File: src/rtl/serial_tx_if.sv
// serial_tx_if: load/word request and serial line status for serial_tx.
// Ports: load, in[WIDTH] (requester to tx); out, busy, done (tx to requester).
interface serial_tx_if #(
    parameter int WIDTH = 8
);
    logic             load;
    logic [WIDTH-1:0] in;
    logic             out;
    logic             busy;
    logic             done;

    modport master (
        output load,
        output in,
        input  out,
        input  busy,
        input  done
    );

    modport slave (
        input  load,
        input  in,
        output out,
        output busy,
        output done
    );
endinterface

File: src/rtl/serial_tx.sv
// serial_tx: framed parallel-in serial-out transmitter (start, LSB-first data, stop).
// Ports: clk, reset (sync, active-high), bus (slave: load, in -> out, busy, done).
module serial_tx #(
    parameter int WIDTH          = 8,
    parameter int CYCLES_PER_BIT = 4
) (
    input  logic        clk,
    input  logic        reset,
    serial_tx_if.slave  bus
);
    localparam int BW = (WIDTH > 1) ? $clog2(WIDTH) : 1;
    localparam int DW = (CYCLES_PER_BIT > 1) ? $clog2(CYCLES_PER_BIT) : 1;
    localparam logic [BW-1:0] BIT_LAST = BW'(WIDTH - 1);
    localparam logic [DW-1:0] DIV_LAST = DW'(CYCLES_PER_BIT - 1);

    typedef enum logic [1:0] {
        IDLE,
        START,
        DATA,
        STOP
    } state_t;

    state_t           state_q, state_d;
    logic [WIDTH-1:0] shreg_q, shreg_d;
    logic [BW-1:0]    bit_q, bit_d;
    logic [DW-1:0]    div_q, div_d;
    logic             out_q, out_d;
    logic             busy_q, busy_d;
    logic             done_q, done_d;
    logic             tick;

    // With one cycle per bit DIV_LAST is 0, so every edge is a bit advance.
    assign tick = (div_q == DIV_LAST);

    always_ff @(posedge clk) begin
        if (reset) begin
            state_q <= IDLE;
            bit_q   <= '0;
            div_q   <= '0;
            out_q   <= 1'b1;
            busy_q  <= 1'b0;
            done_q  <= 1'b0;
        end else begin
            state_q <= state_d;
            bit_q   <= bit_d;
            div_q   <= div_d;
            out_q   <= out_d;
            busy_q  <= busy_d;
            done_q  <= done_d;
        end
    end

    // Shift register content is meaningless outside a frame, so no reset.
    always_ff @(posedge clk) begin
        shreg_q <= shreg_d;
    end

    always_comb begin
        state_d = state_q;
        shreg_d = shreg_q;
        bit_d   = bit_q;
        div_d   = div_q;
        out_d   = out_q;
        busy_d  = busy_q;
        done_d  = 1'b0;

        unique case (state_q)
            IDLE: begin
                out_d  = 1'b1;
                busy_d = 1'b0;
                div_d  = '0;
                if (bus.load) begin
                    shreg_d = bus.in;
                    state_d = START;
                    out_d   = 1'b0;
                    busy_d  = 1'b1;
                end
            end
            START: begin
                div_d = tick ? '0 : div_q + 1'b1;
                if (tick) begin
                    state_d = DATA;
                    out_d   = shreg_q[0];
                    bit_d   = '0;
                end
            end
            DATA: begin
                div_d = tick ? '0 : div_q + 1'b1;
                if (tick) begin
                    if (bit_q == BIT_LAST) begin
                        state_d = STOP;
                        out_d   = 1'b1;
                    end else begin
                        // Next bit comes from the already-shifted word so
                        // WIDTH=1 never indexes past bit 0.
                        shreg_d = shreg_q >> 1;
                        out_d   = shreg_d[0];
                        bit_d   = bit_q + 1'b1;
                    end
                end
            end
            STOP: begin
                div_d = tick ? '0 : div_q + 1'b1;
                out_d = 1'b1;
                if (tick) begin
                    state_d = IDLE;
                    busy_d  = 1'b0;
                    done_d  = 1'b1;
                    div_d   = '0;
                end
            end
            default: begin
                state_d = IDLE;
                out_d   = 1'b1;
                busy_d  = 1'b0;
            end
        endcase
    end

    assign bus.out  = out_q;
    assign bus.busy = busy_q;
    assign bus.done = done_q;
endmodule

File: src/flat_wrapper.sv
// flat-port wrapper written by rule: the top's interface ports become plain ports
module serial_tx_flat 
#(
    parameter int WIDTH          = 8,
    parameter int CYCLES_PER_BIT = 4
)
  (clk, reset, bus_load, bus_in, bus_out, bus_busy, bus_done);
  serial_tx_if #(.WIDTH(WIDTH)) bus_i ();
  input  logic clk;
  input  logic reset;
  input wire logic [$bits(bus_i.load)-1:0] bus_load;
  input wire logic [$bits(bus_i.in)-1:0] bus_in;
  output wire logic [$bits(bus_i.out)-1:0] bus_out;
  output wire logic [$bits(bus_i.busy)-1:0] bus_busy;
  output wire logic [$bits(bus_i.done)-1:0] bus_done;
  assign bus_i.load = bus_load;
  assign bus_i.in = bus_in;
  assign bus_out = bus_i.out;
  assign bus_busy = bus_i.busy;
  assign bus_done = bus_i.done;
  serial_tx #(.WIDTH(WIDTH), .CYCLES_PER_BIT(CYCLES_PER_BIT)) u_core (.clk(clk), .reset(reset), .bus(bus_i));
endmodule
File: config.mk
export PLATFORM = sky130hd
export DESIGN_NAME = serial_tx_flat
export DESIGN_NICKNAME = d
export VERILOG_FILES = /design/src/rtl/serial_tx_if.sv /design/src/rtl/serial_tx.sv /design/src/flat_wrapper.sv
export SDC_FILE = /design/constraint.sdc
export NUM_CORES = 1
export LEC_CHECK = 0
export CORE_MARGIN = 3
export CORE_UTILIZATION = 55
export CTS_CLUSTER_SIZE = 40
export DETAILED_ROUTE_END_ITERATION = 6
export GPL_TIMING_DRIVEN = 0
export PLACE_DENSITY = 0.81
export SYNTH_ARGS = -nofsm -noshare
export SYNTH_HDL_FRONTEND = slang
export SYNTH_SLANG_ARGS = --single-unit
File: constraint.sdc
create_clock -name clk -period 4.7 [get_ports clk]
set_input_delay 0.94 -clock clk [delete_from_list [all_inputs] [get_ports clk]]
set_output_delay 0.94 -clock clk [all_outputs]
set_load 0.01 [all_outputs]
# Word-level counts from Yosys, hierarchy flattened

Index checks and enable logic that the tools add are counted.

Register bits: 18
Logic and storage cells: 57

Add/sub/neg operators: 2
Eq/ne operators: 11
Muxes and demuxes: 25
Bitwise gates (word level): 1
Reductions and logical operators: 11

Operators with widths:

| kind                                                             | count |
|---|---|
| 8-bit 2-to-1 mux                                                 | 3 |
| 8-bit one-hot mux with 2 select lines                            | 1 |
| 2-bit 2-to-1 mux                                                 | 6 |
| 3-bit 2-to-1 mux                                                 | 3 |
| 2-bit by 1-bit != test with 1-bit output (second input constant) | 4 |
| 2-bit one-hot mux with 4 select lines                            | 1 |
| 4-bit AND reduction                                              | 2 |
| 1-bit 2-to-1 mux                                                 | 7 |
| 2-bit == test (second input constant)                            | 3 |
| 3-bit one-hot mux with 2 select lines                            | 1 |
| 2-bit nonzero test                                               | 3 |
| 5-bit AND reduction                                              | 1 |
| 2-bit != test (second input constant)                            | 2 |
| 1-bit one-hot mux with 4 select lines                            | 1 |
| 2-bit one-hot mux with 2 select lines                            | 1 |
| 2-bit AND reduction                                              | 2 |
| 3-bit by 1-bit adder with 3-bit output (second input constant)   | 1 |
| 3-bit == test (second input constant)                            | 1 |
| 3-bit OR reduction                                               | 1 |
| 2-bit by 1-bit adder with 2-bit output (second input constant)   | 1 |
| 2-bit by 1-bit == test with 1-bit output (second input constant) | 1 |
| 2-bit zero test                                                  | 1 |
| 1-bit one-hot mux with 2 select lines                            | 1 |
| 2-bit OR reduction                                               | 1 |
| 1-bit inverter                                                   | 1 |

# Depth between registers and ports, before layout

Gate-level depths: netlist of the first run.

Word-level depth: 4
Mapped depth: 6
Depth with buffers taken out: 5

# Worst setup path after synthesis of the first run

OpenSTA, ideal clock, no wires.

Path kind: input to register
Start: input bus_load
End: register u_core.shreg_q[0] (enable)
Arrival time: 1.685 ns
Data required time: 4.314 ns
Path slack: 2.629 ns
Stages on the path: 2
Buffers on the path: 0
Cells stage by stage: nor2b_4 a211oi_1

Cells in the longest elaborated chain, start to end: 2

Ends and longest elaborated chain:

| item                                 | line               | text |
|---|---|---|
| start, declared                      | flat_wrapper.sv:11 | `input wire logic [$bits(bus_i.load)-1:0] bus_load;` |
| 2-bit != test (no source line)       | n/a                |  |
| 4-bit AND reduction (no source line) | n/a                |  |
| end signal, assigned                 | serial_tx.sv:55    | `shreg_q <= shreg_d;` |
| end, declared                        | serial_tx.sv:24    | `logic [WIDTH-1:0] shreg_q, shreg_d;` |

Every way passes these cells.
A chain may end at the register's enable or synchronous reset.

# Final worst setup path of the first run

Start: input bus_load
End: register u_core.shreg_q[6] (enable)

The elaborated chain is that of the path after synthesis.

==> results of run 1 <==
-- worst max-delay path, delay by kind of cell --
kind	cells	cell delay, ns
and+or+nand+nor	1	0.07
buffers and inverters	1	0.57
AOI/OAI and AO/OA	1	0.92
-- routing by layer --
layer,global-route usage,vias up,share of wire
met3,0.0338,2,0.044
met1,0.219,296,0.47
met2,0.289,13,0.47
li1,-,325,-
met5,0,-,0
met4,0.0645,0,0.0058
-- cell usage after synthesis --
master     instances
a211oi_1           2
and3b_2            2
nor4_1             1
nand2_1            4
nor2b_1            2
buf_6              1
and2_1             3
mux2_2             7
o21ai_0            5
ha_1               8
a2111oi_4          1
nor3b_1            1
o21ai_1            1
mux2_4             1
nor4b_1            1
clkbuf_1           1
a221oi_1           1
buf_2              2
nor2_1             5
a21oi_1            4
dfxtp_1           10
mux2i_1            1
edfxtp_1           8
o21ba_4            1
inv_1              3
nand2b_1           3
nor2b_4            1
a211o_1            1
nand3b_1           1
-- layout make-up --
type / instances / area [µm²] / share of cell area
plain buffers: 4 / 25.0 / 0.0221
multi-input cells: 57 / 478 / 0.423
inverters: 3 / 11.3 / 0.00996
well taps: 16 / 20.0 / 0.0177
flip-flops and latches: 18 / 440 / 0.389
repair buffers: 13 / 130 / 0.115
clock buffers: 4 / 26.3 / 0.0232
-- flip-flops by register name (all words and copies together), names as in the netlist --
name	flops
u_core.state_q	2
u_core.bus.busy	1
u_core.shreg_q	8
u_core.bus.out	1
u_core.div_q	2
u_core.bus.done	1
u_core.bit_q	3
-- final timing paths --
kind	start	to	slack, ns	depth (start not counted)
max	bus_load	u_core.shreg_q[6]	2.11	3
min	u_core.div_q[0]	u_core.div_q[0]	0.44	1
max reg2reg	u_core.state_q[0]	u_core.shreg_q[6]	2.35	5
min reg2reg	u_core.div_q[0]	u_core.div_q[0]	0.44	1
-- per-stage QoR --
stage,util,cell area [µm²],setup WS (ns)
global route,0.717,1130,1.95
floorplan,-,955,2.63
finish,0.717,1130,2.11
CTS,0.717,1130,2.05
global placement,0.701,1100,1.82
detailed placement,0.701,1100,1.74
-- cells by family after synthesis --
kind of cell | after synthesis | synth area share
buf+inv | 7 | 0.0380
mux | 9 | 0.109
simple gates | 24 | 0.155
compound gates | 16 | 0.132
flops | 18 | 0.461
fa+ha+maj | 8 | 0.105
-- power by group --
| group | switching, mW | internal (mW) |
|---|---|---|
| sequential | 0.0243 | 0.240 |
| combinational | 0.128 | 0.132 |
| clock | 0.0465 | 0.0330 |
| total | 0.199 | 0.405 |
==> flow_summary_export.csv, run 1 <==
group,metric,value,unit
placement,hpwlAfterDp,1.24,mm
clock_network,cts_buffer_depth,2,
global_routing,grt_usage,0.172,
clock_network,cts_hold_buf,0,
placement,gp_congestion,0.750,
clock_network,tritoncts,"built",
die,die_w,47.7,µm
power_and_ir_drop,irDropWorstVdd,313,µV
clock_network,clkSinkCount,18,
route,vias,636,
route,vias_per_cell,5.53,
critical_path,path_cells,"clkdlybuf4s50_1, nor2b_4, a211oi_1",
power_and_ir_drop,leakage,0.446,nW
clock_network,root_buffer,"clkbuf_4",
final_layout,layout_commonest_cell,"clkdlybuf4s50_1",
synth,synth.distinct_cells,29,
synth,synthCells,82,
route,drc,0,
synth,ys_warn_count,0,
job,cap_violations,0,
critical_path,required,4.61,ns
final_layout,mostFrequentLayoutCells,"clkdlybuf4s50_1, dfxtp_1, ha_1, edfxtp_1, mux2_2",
clock_network,cts-htree-levels,1,
sta,final.setup.tns,0,ns
global_routing,grt-ovfl-total,0,
final_layout,layout-drive-gt1-share,0.192,
sta,slew_viol_final,0,
synth,yosys-top-cells-area,"edfxtp_1, dfxtp_1, ha_1",
sta,clock_skew,0.00316,ns
final_layout,syn_to_final_growth,18.5,%
route,wirelength,1.72,mm
critical_path,slowest_delay,0.92,ns
sta,fmax,386,MHz
die,fp-row-count,14,
power_and_ir_drop,power,604,µW
global_routing,grt_max_degree,11,
synth,synth_area_leader_cell,"edfxtp_1",
synth,seq_area_frac_synth,0.461,
final_layout,layoutNonFillerInstCount,115,
synth,postSynthAreaPerCell,11.6,µm²
sta,tightest_slew,1.13,ns
die,core,0.00158,mm²
clock_network,cts_inserted_buffers,3,
die,initial_core_util,0.606,
sta,rsz0062_at_grt,"false",
sta,final_hold_viol_count,0,
route,dr.first_iter.drc_count,7,
final_layout,nets,119,
clock_network,clk_pin_slew,0.10,ns
global_routing,antenna_found_initial,0,
final_layout,nFillCells,114,
placement,io_buffers,13,
critical_path,worstSetupPathType,"input port to register",
route,wire_per_inst,14.9,µm
power_and_ir_drop,powerDensity,534,mW/mm²
sta,hold_ws,0.436,ns
clock_network,cts_resized,0,
global_routing,grt_pass1_vias,596,
die,ioPinCount,14,
die,die_y,47.7,µm
critical_path,cp_data_arrival_time,2.51,ns
route,final_antenna_net_count,0,
sta,slew_headroom,0.240,
synth,yosysTopAreaCellShare,0.252,
sta,fin_crit_sh,0.552,
synth,syn-cell-area,955,µm²
sta,finalCriticalPeriod,2.59,ns
status,status,"completed",
critical_path,start_kind,"input port",
synth,ys_ff_latch,18,
sta,setup_viol,0,
final_layout,diodes,0,
clock_network,clock_latency,0.29,ns
hold_path,hold_path_class,"register to register",
route,first_pass_iters,4,
placement,dp.cells,111,
critical_path,end_kind,"register",
clock_network,cts_setup_buffers,0,
critical_path,cp_max_fo,8,
global_routing,grt_pass1_wl,2.69,mm
critical_path,crit_slowest_cell,"a211oi_1",
synth,syn_nets,101,
die,die_area,0.00227,mm²
Power figures use the tool's default switching activity.
==> inputs of run 2 (changes only) <==
Settings changed: CORE_UTILIZATION 55 to 52, PLACE_DENSITY 0.81 to 0.77.
Clock period 4.7 ns to 2.55 ns, I/O delays scaled along.
==> run 2 against run 1 <==
  * Clock skew is 0.0024 ns higher
  * Highest routed layer unchanged
  * Largest power group unchanged
  * Critical endpoint is now u_core.shreg_q[7]
  * Utilization hardly changed
  * Cell area is 2.2% higher
  * Hold slack worse by 0.0029 ns
  * Sequential share of layout area fell by 0.84 points
==> flow_summary_export.csv, run 2 (same netlist as run 1, synthesis figures left out) <==
group,metric,value,unit
global_routing,grt_pass1_wl,3.08,mm
die,core,0.00161,mm²
die,fp-row-count,14,
route,final_antenna_net_count,0,
sta,final.setup.tns,0,ns
placement,io_buffers,13,
critical_path,slowest_delay,0.61,ns
sta,worst_slack,0.523,ns
global_routing,grt_pass1_vias,718,
clock_network,cts_buffer_depth,2,
critical_path,path_common_cell,"buf_2",
clock_network,clk_pin_slew,0.10,ns
sta,final_hold_viol_count,0,
sta,rsz0062_at_grt,"false",
critical_path,crit_slowest_cell,"a211oi_2",
final_layout,largest_reg_flops,8,
route,wire_per_inst,14.3,µm
critical_path,worstSetupPathType,"register to register",
sta,finalCriticalPeriod,2.03,ns
clock_network,tritoncts,"built",
die,die_y,48.8,µm
power_and_ir_drop,irDropWorstVdd,527,µV
die,initial_core_util,0.592,
final_layout,nFillCells,131,
die,ioPinCount,14,
critical_path,start_kind,"register",
route,wirelength,1.75,mm
final_layout,nets,119,
critical_path,end_kind,"register",
job,cap_violations,0,
placement,hpwlAfterDp,1.32,mm
route,vias,659,
die,die_area,0.00239,mm²
critical_path,critPathTopFamily,"compound AO/OA/AOI/OAI gates",
final_layout,syn_to_final_growth,21.1,%
critical_path,cp.depth,5,
route,drc,0,
critical_path,r2r_setup_slack,0.52,ns
final_layout,layout_commonest_cell,"clkdlybuf4s50_1",
clock_network,clock_latency,0.30,ns
critical_path,path_cells,"inv_1, ha_1, buf_2, buf_2, a211oi_2",
critical_path,rr_worst_depth,5,
clock_network,cts_inserted_buffers,3,
sta,hold_ws,0.433,ns
placement,postPlaceCellArea,0.00111,mm²
critical_path,cp_data_arrival_time,1.96,ns
hold_path,hold_path_class,"register to register",
critical_path,required,2.49,ns
clock_network,cts-htree-levels,1,
die,die_w,48.8,µm
critical_path,crit_path_end,"u_core.shreg_q[7]",
route,vias_per_cell,5.36,
critical_path,cp_max_fo,10,
final_layout,mostFrequentLayoutCells,"clkdlybuf4s50_1, dfxtp_1, ha_1, edfxtp_1, mux2_2",
sta,tightest_slew,0.699,ns
placement,gp_congestion,0.782,
sta,clock_skew,0.00554,ns
global_routing,grt_max_degree,11,
critical_path,timing.rr.end,"u_core.shreg_q[7]",
sta,slew_headroom,0.533,
clock_network,root_buffer,"clkbuf_4",
critical_path,cp_num_buf_inv,3,
clock_network,cts_hold_buf,0,
route,dr.first_iter.drc_count,4,
final_layout,top_register,"u_core.shreg_q",
sta,fmax,493,MHz
power_and_ir_drop,powerDensity,990,mW/mm²
placement,dpl_worst_slack,0.0000389,ns
sta,fin_crit_sh,0.795,
critical_path,crit_start,"u_core.state_q[0]",
power_and_ir_drop,leakage,0.453,nW
global_routing,grt_usage,0.166,
clock_network,clkSinkCount,18,
final_layout,diodes,0,
critical_path,rr_startpoint,"u_core.state_q[0]",
global_routing,grt-ovfl-total,0,
route,first_pass_iters,3,
status,status,"completed",
final_layout,fin_area,0.00116,mm²
global_routing,antenna_found_initial,0,
sta,setup_viol,0,
final_layout,reg_top3,"u_core.shreg_q: 8 flops, u_core.bit_q: 3 flops",
sta,slew_viol_final,0,
final_layout,layout-drive-gt1-share,0.212,
run 2: final cells by class:
class,instances,area (µm²),share of cell area
buffer,4,25.0,0.0216
clock buffer,4,36.3,0.0314
inverter,3,11.3,0.00974
multi-input combinational,57,483,0.418
sequential,18,440,0.381
tap,24,30.0,0.0260
timing repair buffer,13,130,0.113
run 2: worst register-to-register path, cell delays in order, from the launching register on:
cell and delay [ns]:
dfxtp_1 0.39, inv_1 0.09, ha_1 0.19, buf_2 0.18
buf_2 0.21, a211oi_2 0.61
run 2: routing by layer:
metal  global-route usage  wire length, µm
met3               0.0765              102
met2                0.287              901
met1                0.183              739
met5                    0                0
met4               0.0427               10
run 2: worst min-delay path by stage:
| stage | start | endpoint | cells after the start |
|---|---|---|---|
| 2_1_floorplan | u_core.div_q[0] | u_core.div_q[0] | 1 |
| 3_3_place_gp | u_core.div_q[0] | u_core.div_q[0] | 1 |
| 3_5_place_dp | u_core.div_q[0] | u_core.div_q[0] | 1 |
| 4_1_cts | u_core.div_q[0] | u_core.div_q[0] | 1 |
| 5_1_grt | u_core.div_q[0] | u_core.div_q[0] | 1 |
| 6_report | u_core.div_q[0] | u_core.div_q[0] | 1 |
run 2: where the power goes:
group | internal, mW | total (mW) | switching (mW)
registers | 0.441 | 0.484 | 0.0427
clock network | 0.0870 | 0.177 | 0.0896
logic | 0.247 | 0.484 | 0.237
total | 0.775 | 1.14 | 0.369
run 2: metrics by stage:
step,instances,utilization,power [mW]
2_1_floorplan,82,-,0.848
3_3_place_gp,119,0.692,0.945
3_5_place_dp,119,0.692,0.969
4_1_cts,123,0.714,1.15
5_1_grt,123,0.717,1.22
6_report,123,0.717,1.14
run 2: repair_timing:
item | CTS | global route
buffers inserted | 0 | 0
endpoints found under the setup margin | 0 | 8
resized for setup | 0 | 1
